**src/rtl/logo_pos_ctrl.sv**
```systemverilog
// logo_pos_ctrl: bouncing/wrapping logo position animator that writes start_x/start_y into the logo mixer
// Optional feature: define LOGO_POS_CTRL_WRAP_EN to make CTRL[2] select wrap mode instead of bounce.
// Ports:
//   clk, rst                   clock, asynchronous active-high reset
//   s_address/s_wrdata/s_wr    host register writes (0 CTRL, 1 STEP, 2 POS, 3 STATUS)
//   s_rd/s_rddata              host register reads, combinational
//   frame_eop                  last pixel of an input frame
//   control_in_*               video control packets (width/height snoop)
//   control_logo_*             logo control packets (width/height snoop)
//   m_address/m_wrdata/m_wr    two-beat register-write master towards the mixer
//   busy                       update sequence in progress
module logo_pos_ctrl #(
    parameter logic [15:0] INIT_X    = 16'd10,
    parameter logic [15:0] INIT_Y    = 16'd100,
    parameter logic [7:0]  FRAME_DIV = 8'd1
) (
    input  logic        clk,
    input  logic        rst,
    input  logic [1:0]  s_address,
    input  logic [31:0] s_wrdata,
    input  logic        s_wr,
    input  logic        s_rd,
    output logic [31:0] s_rddata,
    input  logic        frame_eop,
    input  logic [35:0] control_in_data,
    input  logic        control_in_valid,
    input  logic [35:0] control_logo_data,
    input  logic        control_logo_valid,
    output logic [1:0]  m_address,
    output logic [31:0] m_wrdata,
    output logic        m_wr,
    output logic        busy
);
    typedef enum logic [1:0] {IDLE, CALC, WR_X, WR_Y} state_t;
    state_t state, state_nx;
    logic enable, pause, wrap;
    logic [7:0] dx, dy, div_cnt;
    logic [15:0] x, y, lat_y, frame_cnt, vid_w, vid_h, logo_w, logo_h, max_x, max_y;
    logic dir_x, dir_y, force_pos, pos_fresh, pos_pend, do_step;
    logic [31:0] pend_data, pos_data;
    logic [16:0] nx, ny;
    logic div_last, step_go, trig, pos_wr, pos_apply;
    logic unused;

    // Returns {dir, pos}; dir 0 is forward. mv=0 means clamp only.
    function automatic logic [16:0] step_axis(input logic [15:0] p, input logic [7:0] d,
                                              input logic [15:0] mx, input logic dir,
                                              input logic wr, input logic mv);
        logic [16:0] c, s;
        c = {1'b0, (p > mx) ? mx : p};
        s = c + {9'd0, d};
        if (!mv || d == 8'd0)
            step_axis = {dir & ~wr, c[15:0]};
        else if (wr)
            step_axis = {1'b0, (s > {1'b0, mx}) ? 16'd0 : s[15:0]};
        else if (!dir)
            step_axis = (s >= {1'b0, mx}) ? {1'b1, mx} : {1'b0, s[15:0]};
        else
            step_axis = (c <= {9'd0, d}) ? 17'd0 : {1'b1, c[15:0] - {8'd0, d}};
    endfunction

    assign unused    = ^{control_in_data[3:0], control_logo_data[3:0]};
    assign max_x     = (logo_w >= vid_w) ? 16'd0 : vid_w - logo_w;
    assign max_y     = (logo_h >= vid_h) ? 16'd0 : vid_h - logo_h;
    assign div_last  = div_cnt == FRAME_DIV - 8'd1;
    assign step_go   = frame_eop & enable & ~pause & div_last;
    assign trig      = step_go | (frame_eop & force_pos);
    assign pos_wr    = s_wr & (s_address == 2'd2);
    // A POS write landing in CALC is held for one cycle so it cannot race the step result.
    assign pos_apply = (state != CALC) & (pos_wr | pos_pend);
    assign pos_data  = pos_wr ? s_wrdata : pend_data;
    assign nx        = step_axis(x, dx, max_x, dir_x, wrap, do_step);
    assign ny        = step_axis(y, dy, max_y, dir_y, wrap, do_step);
    assign busy      = state != IDLE;

    always_ff @(posedge clk or posedge rst) begin
        if (rst) state <= IDLE;
        else     state <= state_nx;
    end

    always_comb begin
        state_nx = state == IDLE ? (trig ? CALC : IDLE) :
                   state == CALC ? WR_X :
                   state == WR_X ? WR_Y : IDLE;
    end

    always_comb begin
        m_wr      = (state == WR_X) || (state == WR_Y);
        m_address = (state == WR_Y) ? 2'd1 : 2'd0;
        m_wrdata  = (state == WR_X) ? {16'd0, x} : (state == WR_Y) ? {16'd0, lat_y} : 32'd0;
    end

    always_comb begin
        s_rddata = !s_rd            ? 32'd0 :
                   s_address == 2'd0 ? {29'd0, wrap, pause, enable} :
                   s_address == 2'd1 ? {16'd0, dy, dx} :
                   s_address == 2'd2 ? {y, x} :
                                       {13'd0, busy, dir_y, dir_x, frame_cnt};
    end

`ifndef LOGO_POS_CTRL_WRAP_EN
    assign wrap = 1'b0;
`endif

    always_ff @(posedge clk or posedge rst) begin
        if (rst) begin
            enable    <= 1'b0;
            pause     <= 1'b0;
`ifdef LOGO_POS_CTRL_WRAP_EN
            wrap      <= 1'b0;
`endif
            dx        <= 8'd1;
            dy        <= 8'd1;
            x         <= INIT_X;
            y         <= INIT_Y;
            lat_y     <= 16'd0;
            dir_x     <= 1'b0;
            dir_y     <= 1'b0;
            frame_cnt <= 16'd0;
            div_cnt   <= 8'd0;
            vid_w     <= 16'd1920;
            vid_h     <= 16'd1080;
            logo_w    <= 16'd0;
            logo_h    <= 16'd0;
            force_pos <= 1'b0;
            pos_fresh <= 1'b0;
            pos_pend  <= 1'b0;
            pend_data <= 32'd0;
            do_step   <= 1'b0;
        end else begin
            if (frame_eop) begin
                frame_cnt <= frame_cnt + 16'd1;
                div_cnt   <= div_last ? 8'd0 : div_cnt + 8'd1;
            end
            if (control_in_valid) begin
                vid_w <= control_in_data[35:20];
                vid_h <= control_in_data[19:4];
            end
            if (control_logo_valid) begin
                logo_w <= control_logo_data[35:20];
                logo_h <= control_logo_data[19:4];
            end
            if (s_wr && s_address == 2'd0) begin
                enable <= s_wrdata[0];
                pause  <= s_wrdata[1];
`ifdef LOGO_POS_CTRL_WRAP_EN
                wrap   <= s_wrdata[2];
`endif
            end
            if (s_wr && s_address == 2'd1) begin
                dx <= s_wrdata[7:0];
                dy <= s_wrdata[15:8];
            end
            if (state == IDLE && trig) do_step <= step_go;
            if (state == CALC && pos_wr) begin
                pos_pend  <= 1'b1;
                pend_data <= s_wrdata;
            end else if (pos_apply) begin
                pos_pend <= 1'b0;
            end
            // pos_fresh keeps a POS write that arrived after CALC from being cleared by WR_Y.
            if (state == CALC) begin
                x         <= nx[15:0];
                dir_x     <= nx[16];
                y         <= ny[15:0];
                dir_y     <= ny[16];
                lat_y     <= ny[15:0];
                pos_fresh <= 1'b0;
            end else if (pos_apply) begin
                x         <= pos_data[15:0];
                y         <= pos_data[31:16];
                force_pos <= 1'b1;
                pos_fresh <= 1'b1;
            end else if (state == WR_Y && !pos_fresh) begin
                force_pos <= 1'b0;
            end
        end
    end
endmodule

```
**config.mk**
```make
export PLATFORM = sky130hd
export DESIGN_NAME = logo_pos_ctrl
export DESIGN_NICKNAME = d
export VERILOG_FILES = /design/src/rtl/logo_pos_ctrl.sv
export SDC_FILE = /design/constraint.sdc
export NUM_CORES = 1
export LEC_CHECK = 0
export BUFFER_PORTS_ARGS = -buffer_cell sky130_fd_sc_hd__buf_2
export CAP_MARGIN = 25
export CORE_MARGIN = 10
export CORE_UTILIZATION = 29
export DETAILED_ROUTE_END_ITERATION = 6
export GPL_ROUTABILITY_DRIVEN = 0
export SYNTH_ARGS = -nofsm -noshare
export SYNTH_HDL_FRONTEND = slang
export SYNTH_SLANG_ARGS = --single-unit
```
**constraint.sdc**
```tcl
create_clock -name clk -period 23.7 [get_ports clk]
set_input_delay 2.37 -clock clk [delete_from_list [all_inputs] [get_ports clk]]
set_output_delay 2.37 -clock clk [all_outputs]
set_load 0.01 [all_outputs]
```
-- After elaboration in Yosys (flattened, before gate mapping)
Cells that the tools add are included.
- logic and storage cells: 112
- output and inout bits: 68
- register bits: 194
- $lt $le $gt $ge: 8
- bitwise operators: 12
- mux-type cells: 35
- reductions and logical operators: 22
- equality and inequality tests: 6
- add/sub/neg operators: 8
- operator list (operator ; number):
    16-bit 2-to-1 mux ; 12
    32-bit 2-to-1 mux ; 5
    17-bit 2-to-1 mux ; 6
    16-bit by 8-bit adder with 17-bit output ; 2
    17-bit by 16-bit >= comparator with 1-bit output ; 2
    16-bit >= comparator ; 2
    16-bit > comparator ; 2
    16-bit by 8-bit less-or-equal comparator with 1-bit output ; 2
    16-bit subtractor ; 2
    16-bit by 8-bit subtractor with 16-bit output ; 2
    8-bit zero test ; 3
    16-bit by 1-bit adder with 16-bit output, second input constant ; 1
    8-bit by 1-bit adder with 8-bit output, second input constant ; 1
    1-bit 2-to-1 mux ; 8
    8-bit 2-to-1 mux ; 1
    2-bit nonzero test ; 4
    1-bit AND ; 6
    2-bit equality test, second input constant ; 3
    2-bit 2-to-1 mux ; 3
    2-bit AND reduction ; 3
    1-bit logical AND ; 5
    2-bit by 1-bit equality test with 1-bit output, second input constant ; 2
    2-bit zero test ; 2
    1-bit NOT ; 4
    4 further kinds ; 8

-- Logic depth before layout (Yosys ltp)
Gate-level depths: netlist of run 1.
- depth after elaboration: 10
- mapped depth: 44
- mapped depth without buffers: 40

-- Least setup slack after synthesis of run 1
No wires, ideal clock.
- kind: register to register
- from: reg vid_h[6]
- to: reg lat_y[11]
- path buffers: 5
- library setup time: 0.126 ns
- cell stages (with the launch flop): 41
- arrival: 7.930 ns
- slack: 15.643 ns
- cell sequence: dfrtp_1 ha_1 buf_2 nand4_1 a21o_1 a211oi_2 o21a_1 clkbuf_1 and2_1 inv_1 ha_1 a21o_1 nand3_1 a211oi_1 or4b_1 buf_2 nand2_2 clkbuf_1 [5 not listed] o31ai_1 a21oi_1 o21ai_0 a221o_1 o21ai_4 o21ai_0 nor2b_1 ha_1 a21oi_1 nor2b_1 o21ai_0 nand2b_1 a21oi_1 o21ai_0 a21oi_4 mux2_2 a221oi_2 nor2_1
- word-level cells in the longest chain between the ends: 9
- RTL lines (element ; RTL line ; RTL):
    start, declared ; 38 ; logic [15:0] x, y, lat_y, frame_cnt, vid_w, vid_h, logo_w, logo_h, max_x, max_y;
    start signal, assigned ; 137 ; vid_h <= control_in_data[19:4];
    16-bit subtractor or 16-bit >= comparator (tied branches) ; 64 ; assign max_y = (logo_h >= vid_h) ? 16'd0 : vid_h - logo_h;
    16-bit 2-to-1 mux * ; 64 ;
    16-bit > comparator ; 50 ; c = {1'b0, (p > mx) ? mx : p};
    16-bit 2-to-1 mux ; 50 ;
    16-bit by 8-bit adder with 17-bit output ; 51 ; s = c + {9'd0, d};
    17-bit by 16-bit >= comparator with 1-bit output ; 57 ; step_axis = (s >= {1'b0, mx}) ? {1'b1, mx} : {1'b0, s[15:0]};
    17-bit 2-to-1 mux ; 57 ;
    17-bit 2-to-1 mux ; 56 ; else if (!dir)
    16-bit 2-to-1 mux * ; 52 ; if (!mv || d == 8'd0)
    end signal, assigned ; 167 ; lat_y <= ny[15:0];
    end, declared ; 38 ;
Every way passes the cells marked *; elsewhere a longest branch is shown, timed or not.
A chain may end at the register's enable or synchronous reset.

-- Worst setup path in the final report of run 1
- from: reg vid_h[7]
- to: reg lat_y[11]
Same word-level chain as after synthesis.

==> results_dict.tcl, run 1 <==
set metrics [dict create \
    outcome "finished clean" \
    drc 0 \
    num_rows 86 \
    ant_nets 0 \
    post_cts_buffers 0 \
    p_per_area_nw_per_um2 152 \
    cts_made_buffers 17 \
    cts_max_path_buffers 2 \
    p_sw_frac 0.518 \
    start_util 0.294 \
    cts.sinks 194 \
    clk_pin_slew_ns 0.08 \
    grt.total_usage 0.166 \
    startpoint "vid_h[7]" \
    p_leak_nw 8.05 \
    io_pins 181 \
    multiInputGateArea_um2 10400 \
    synth_edf_count 0 \
    grt_overflow 0 \
    clockPowerShare 0.112 \
    ff_latch_area_um2 4870 \
    clk-insertion-delay-late_ns 0.50 \
    synth_flop_cell "dfrtp_1" \
    tns_ns 0 \
    slew-limit-headroom 0.315 \
    setup_viol 0 \
    dieWidth_um 257 \
    dp_hpwl_mm 44.0 \
    dieArea_um2 65800 \
    crit_type "reg2reg" \
    power.switching_mw 1.43 \
    power_mw 2.76 \
    nFillCells 5822 \
    timing.rr.start "vid_h[7]" \
    grt_max_degree 132 \
    place_area_um2 17500 \
    port_buffers 155 \
    drive_above_1_share 0.188 \
    hold_path_depth 1 \
    hp-start "frame_cnt[15]" \
    layout_worst_path_cycle_share 0.439 \
    postCtsResizedCells 0 \
    async_reset_ff_frac 1.00 \
    cts_htree_levels 4 \
    synth-seq-cells 194 \
    worstSetupEndpointType "register" \
    antenna_found_initial 5 \
    ys_warn_count 0 \
    postLayoutCellArea_um2 18200 \
    grt_use_met3 0.0275 \
    required_ns 24.08 \
    p_int_mw 1.33 \
    slowest_stage "nor2_1" \
    ctsHoldBuffers 0 \
    min_path_type "reg2reg" \
    cp-start-kind "register" \
    synth_cell_type_count 105 \
    seq_power_share 0.205 \
    netlist_instances 1851 \
    grtUsageMet2 0.290 \
    wl_per_cell_um 20.7 \
    vias 14562 \
    grt_use_met1 0.198 \
    rsz0062_at_grt "false" \
    netlist_area_um2 16200 \
    slowest_delay_ns 0.81 \
    critPathArrivalTime_ns 10.77 \
    die_h_um 257 \
    area_growth_pct 12.1 \
    fin_nets 2198 \
    drv_cap 0 \
    power_frac_comb 0.683 \
    hold_viol 0 \
    grt_busiest_layer "met2" \
    min_period_ns 10.39 \
    synth_seq_area_share 0.300 \
    worst_clock_skew_ns 0.0141 \
    viasPerCell 5.39 \
    r2r_cells 35 \
    cts_tree "done" \
    worstPathMaxFanout 22 \
    synth.avg_cell_area_um2 8.77 \
    dr.first_iter.drc_count 1340 \
    worstMarginPinSlew_ns 1.02 \
    fmax_mhz 96.2 \
    wl_mm 56.1 \
    grt_pass1_wl_mm 85.8 \
    dp_slack_ns 13.43 \
    maxSlewViolCount 0 \
    worst_slack_ns 13.31 \
    grt_pass1_vias 14514 \
    drt-pass1-iter-count 6 \
    clockRootBuffer "clkbuf_16" \
    core_area_um2 55300 \
    vdd_drop_max_mv 0.0909 \
]
state kept, by name (all words and copies together) (netlist names):
name and cells:
do_step 1, pause 1, dir_x 1, pos_pend 1, dy 8, enable 1
pos_fresh 1, x 16, vid_w 16, logo_w 16, pend_data 32, force_pos 1
logo_h 16, state 2, vid_h 16, frame_cnt 16, y 16, dir_y 1
lat_y 16, div_cnt 8, dx 8
stage by stage:
step | util | cells | hold slack [ns]
4_1_cts | 0.328 | 2699 | 0.474
5_1_grt | 0.329 | 2703 | 0.500
3_5_place_dp | 0.317 | 2668 | 0.458
3_3_place_gp | 0.317 | 2668 | 0.457
2_1_floorplan | - | 1867 | 0.438
6_report | 0.329 | 2703 | 0.473
placed cells by master, fill, tap and decap left out, types with 28 or more instances in the layout:
cell type,Yosys,routed
mux2i_1,53,53
dfrtp_1,179,178
nand4_1,28,28
and2_1,28,28
xnor2_1,46,46
nor2b_1,34,34
nor2_1,104,104
a21oi_1,131,131
o21ai_0,115,115
a21o_1,28,28
ha_1,137,137
nand2_1,182,182
buf_2,17,155
nand3_1,37,37
inv_1,115,114
mux2_2,99,99
logic make-up (layout without fill, tap and decap cells):
kind of cell	after synthesis	in the layout	share of synthesized area
simple gates	546	546	0.169
buf+inv	226	313	0.0611
flops	194	194	0.300
fa+ha+maj	143	143	0.113
compound gates	515	515	0.214
mux	155	155	0.105
other cells	1	18	0.000231
xor+xnor	71	71	0.0383
critical path, delay by kind of cell (launching register included):
| family | cells | cell delay [ns] |
|---|---|---|
| and+or+nand+nor | 9 | 2.09 |
| DFF | 1 | 0.40 |
| AOI/OAI and AO/OA | 18 | 5.38 |
| adders and majority gates | 5 | 1.75 |
| buffers and inverters | 2 | 0.17 |
| muxes | 1 | 0.46 |
power by group through the flow:
stage               sequential [mW]  clock [mW]  combinational [mW]
floorplan                     0.499           0                1.45
global placement              0.566           0                1.80
detailed placement            0.570           0                1.85
CTS                           0.564       0.318                1.86
global route                  0.574       0.333                2.07
finish                        0.566       0.308                1.89
layer usage:
metal	part of all wire	up-vias	wire length, µm
met4	0.036	0	2050
met3	0.057	120	3180
li1	-	6859	-
met1	0.41	7053	22900
met2	0.50	530	28000
met5	0	-	0
layout make-up:
type | instances | share of cell area
inverters | 116 | 0.0243
clock buffers | 17 | 0.0234
flip-flops and latches | 194 | 0.268
clock inverters | 14 | 0.0109
well taps | 748 | 0.0514
multi-input cells | 1447 | 0.573
repair buffers | 166 | 0.0488
diodes | 1 | 0.000138
Yosys cell counts (20+ instances only):
library cell	number	area (µm²)
and3_1	22	138
nor2_1	104	390
mux2i_1	53	531
nand3_1	37	185
dfrtp_1	179	4480
and2_1	28	175
nand4_1	28	175
xnor2_1	46	403
a21oi_1	131	656
ha_1	137	1710
buf_4	20	150
nor3_1	26	130
o21ai_0	115	576
a21o_1	28	210
mux2_2	99	1110
nor2b_1	34	213
nand2b_1	22	138
clkbuf_1	57	214
inv_1	115	432
o211ai_1	26	195
a22oi_1	21	158
xor2_1	25	219
nand2_1	182	683
path summary, 6_finish.rpt:
check	to	slack (ns)
max in group asynchronous	lat_y[7]	20.15
worst max register to register	lat_y[11]	13.31
worst max-delay path	lat_y[11]	13.31
min in group asynchronous	vid_h[2]	1.99
worst min-delay path	frame_cnt[15]	0.47
worst min register to register	frame_cnt[15]	0.47
No activity file was read; power rests on OpenSTA's default activity.
==> run 2, diff against run 1 <==
Settings changed: ABC_AREA set to 1.
Clock period 23.7 ns to 8.55 ns, I/O delays scaled along.
==> run 2 against run 1 <==
Global-route usage decreased by 0.38 points. Area after synthesis grew 2.3%. Register-to-register slack worse by 13 ns. Total power increased to 2.9 times the previous value. Non-clock buffer count up 13. First-iteration DRC count decreased by 3.2%. Utilization rose by 0.28 points. Clock power rose to 2.8 times the previous value. Routed wire length shrank 1.2%. Synthesized cell count increased by 34%. Sequential power rose to 2.5 times the previous value. Largest cell class unchanged. Largest power group unchanged. Highest routed layer is now met5.
==> results_dict.tcl, run 2 <==
set metrics [dict create \
    largest_register_ffs 32 \
    maxSlewViolCount 0 \
    grt.total_usage 0.162 \
    rsz0062_at_grt "false" \
    core_area_um2 56600 \
    grt_use_met1 0.204 \
    layout_common_cells "nand2_1 (686), inv_1 (379), o21ai_0 (220)" \
    dieWidth_um 259 \
    clockRootBuffer "clkbuf_16" \
    cp-start-kind "register" \
    synthMuxAreaShare 0.0251 \
    ant_nets 0 \
    die_h_um 259 \
    tns_ns 0 \
    drive_above_1_share 0.127 \
    hold_viol 0 \
    stdcell_count 3370 \
    synth_most_common_cell "nand2_1" \
    fin_util 0.332 \
    synth.avg_cell_area_um2 6.71 \
    synth_common_cells "nand2_1 (688), inv_1 (380), o21ai_0 (226)" \
    grt_max_degree 130 \
    startpoint "vid_w[0]" \
    min_period_ns 7.77 \
    hp-start "div_cnt[7]" \
    min_path_type "reg2reg" \
    num_rows 87 \
    grt_pass1_vias 15267 \
    worstMarginPinSlew_ns 0.971 \
    wl_per_cell_um 16.4 \
    clk_pin_slew_ns 0.08 \
    dp_slack_ns 0.368 \
    r2r_slack_ns 0.78 \
    cp_common_cell "nand2_1" \
    postLayoutCellArea_um2 18800 \
    synth-seq-cells 194 \
    outcome "finished clean" \
    crit_type "reg2reg" \
    netlist_area_um2 16600 \
    vias 16095 \
    worst_clock_skew_ns 0.0154 \
    yosysTopAreaCellShare 0.270 \
    synth_top_area_cell "dfrtp_1" \
    synth-compound-area-share 0.143 \
    grt_busiest_layer "met2" \
    worst_slack_ns 0.783 \
    vdd_drop_max_mv 0.170 \
    start_util 0.293 \
    synth_area_leaders "dfrtp_1 (27%), nand2_1 (16%), ha_1 (10%)" \
    slowest_delay_ns 0.44 \
    synth_top_family_by_area "simple AND/OR/NAND/NOR gates" \
    crit_family "simple AND/OR/NAND/NOR gates" \
    synth_seq_area_share 0.293 \
    drc 0 \
    worstPathMaxFanout 15 \
    p_per_area_nw_per_um2 423 \
    synth_cell_type_count 55 \
    async_reset_ff_frac 1.00 \
    synth_xor_area_frac 0.0258 \
    grt_pass1_wl_mm 86.3 \
    cts_made_buffers 17 \
    hold_path_depth 1 \
    post_cts_buffers 0 \
    grt_overflow 0 \
    port_buffers 155 \
    fin_nets 2857 \
    setup_viol 0 \
    power_mw 7.94 \
    antenna_cells 0 \
    cts_htree_levels 4 \
    cts_tree "done" \
    required_ns 8.91 \
    dp_hpwl_mm 44.6 \
    slew-limit-headroom 0.353 \
    regMostFlops "pend_data" \
    drt-pass1-iter-count 6 \
    layout_worst_path_cycle_share 0.908 \
    clk-insertion-delay-late_ns 0.47 \
    nFillCells 6247 \
    dp.cells 3337 \
    area_growth_pct 13.1 \
    cts.sinks 194 \
    r2r_cells 46 \
    min_to "div_cnt[7]" \
    hold_ws_ns 0.482 \
    synth_flop_cell "dfrtp_1" \
    synth_edf_count 0 \
    wl_mm 55.4 \
    grtUsageMet2 0.280 \
    synthSimpleGateAreaFrac 0.287 \
    ys_warn_count 0 \
    ctsHoldBuffers 0 \
    dr.first_iter.drc_count 1297 \
    final_common_cell "nand2_1" \
    netlist_instances 2477 \
    io_pins 181 \
    grt_use_met3 0.0194 \
    p_leak_nw 10.2 \
    critPathArrivalTime_ns 8.13 \
    timing.rr.start "vid_w[0]" \
    viasPerCell 4.78 \
    antenna_found_initial 2 \
    place_area_um2 18100 \
    worst-path-buf-inv 4 \
    postCtsResizedCells 0 \
    slowest_stage "fa_1" \
    path_depth 46 \
    synthAdderAreaFrac 0.110 \
    rr_endpoint "x[2]" \
    dieArea_um2 67300 \
    fmax_mhz 129 \
    cts_max_path_buffers 2 \
    worstSetupEndpointType "register" \
    drv_cap 0 \
]
-- run 2: worst max-delay path by stage --
stage                     endpoint  slack [ns]
final                         x[2]        0.78
after global routing          x[2]        0.11
after CTS                     x[2]        0.36
after detailed placement      x[2]        0.37
after global placement        x[2]        0.38
after floorplan               x[5]        1.64
-- run 2: final cells by class --
class / instances / area (µm²) / share of cell area
multi-input combinational: 1818 / 9890 / 0.527
sequential: 194 / 4870 / 0.259
inverter: 391 / 1480 / 0.0788
timing repair buffer: 179 / 960 / 0.0511
tap: 756 / 946 / 0.0504
clock buffer: 20 / 467 / 0.0248
clock inverter: 12 / 164 / 0.00873
-- run 2: power by group --
| part | switching, mW | leakage [nW] | internal [mW] |
|---|---|---|---|
| combinational | 3.73 | 7.54 | 1.89 |
| clock | 0.405 | 0.311 | 0.466 |
| sequential | 0.242 | 2.32 | 1.20 |
-- run 2: worst reg2reg max path: cells and delay by family, from the launching register on --
kind | cells | cell delay, ns
AO/OA/AOI/OAI | 9 | 2.25
XOR/XNOR | 1 | 0.22
adder cells (fa/ha/maj) | 5 | 1.49
buffers and inverters | 4 | 0.42
flip-flops | 1 | 0.37
AND/OR/NAND/NOR | 27 | 2.91
-- run 2: layer usage --
metal | wire (µm) | vias up | part of all wire
li1 | - | 8134 | -
met1 | 24000 | 7444 | 0.43
met2 | 27200 | 441 | 0.49
met3 | 2580 | 74 | 0.047
met4 | 1680 | 2 | 0.030
met5 | 13 | - | 0.00023
-- run 2: kinds of logic (layout without fill, tap and decap cells) --
logic type / after synthesis / count (layout)
other: 1 / 17
muxes: 37 / 37
buffers and inverters: 481 / 602
AOI/OAI and AO/OA: 451 / 451
adders and majority gates: 143 / 143
and+or+nand+nor: 1121 / 1121
DFF: 194 / 194
xor gates and xnor gates: 49 / 49
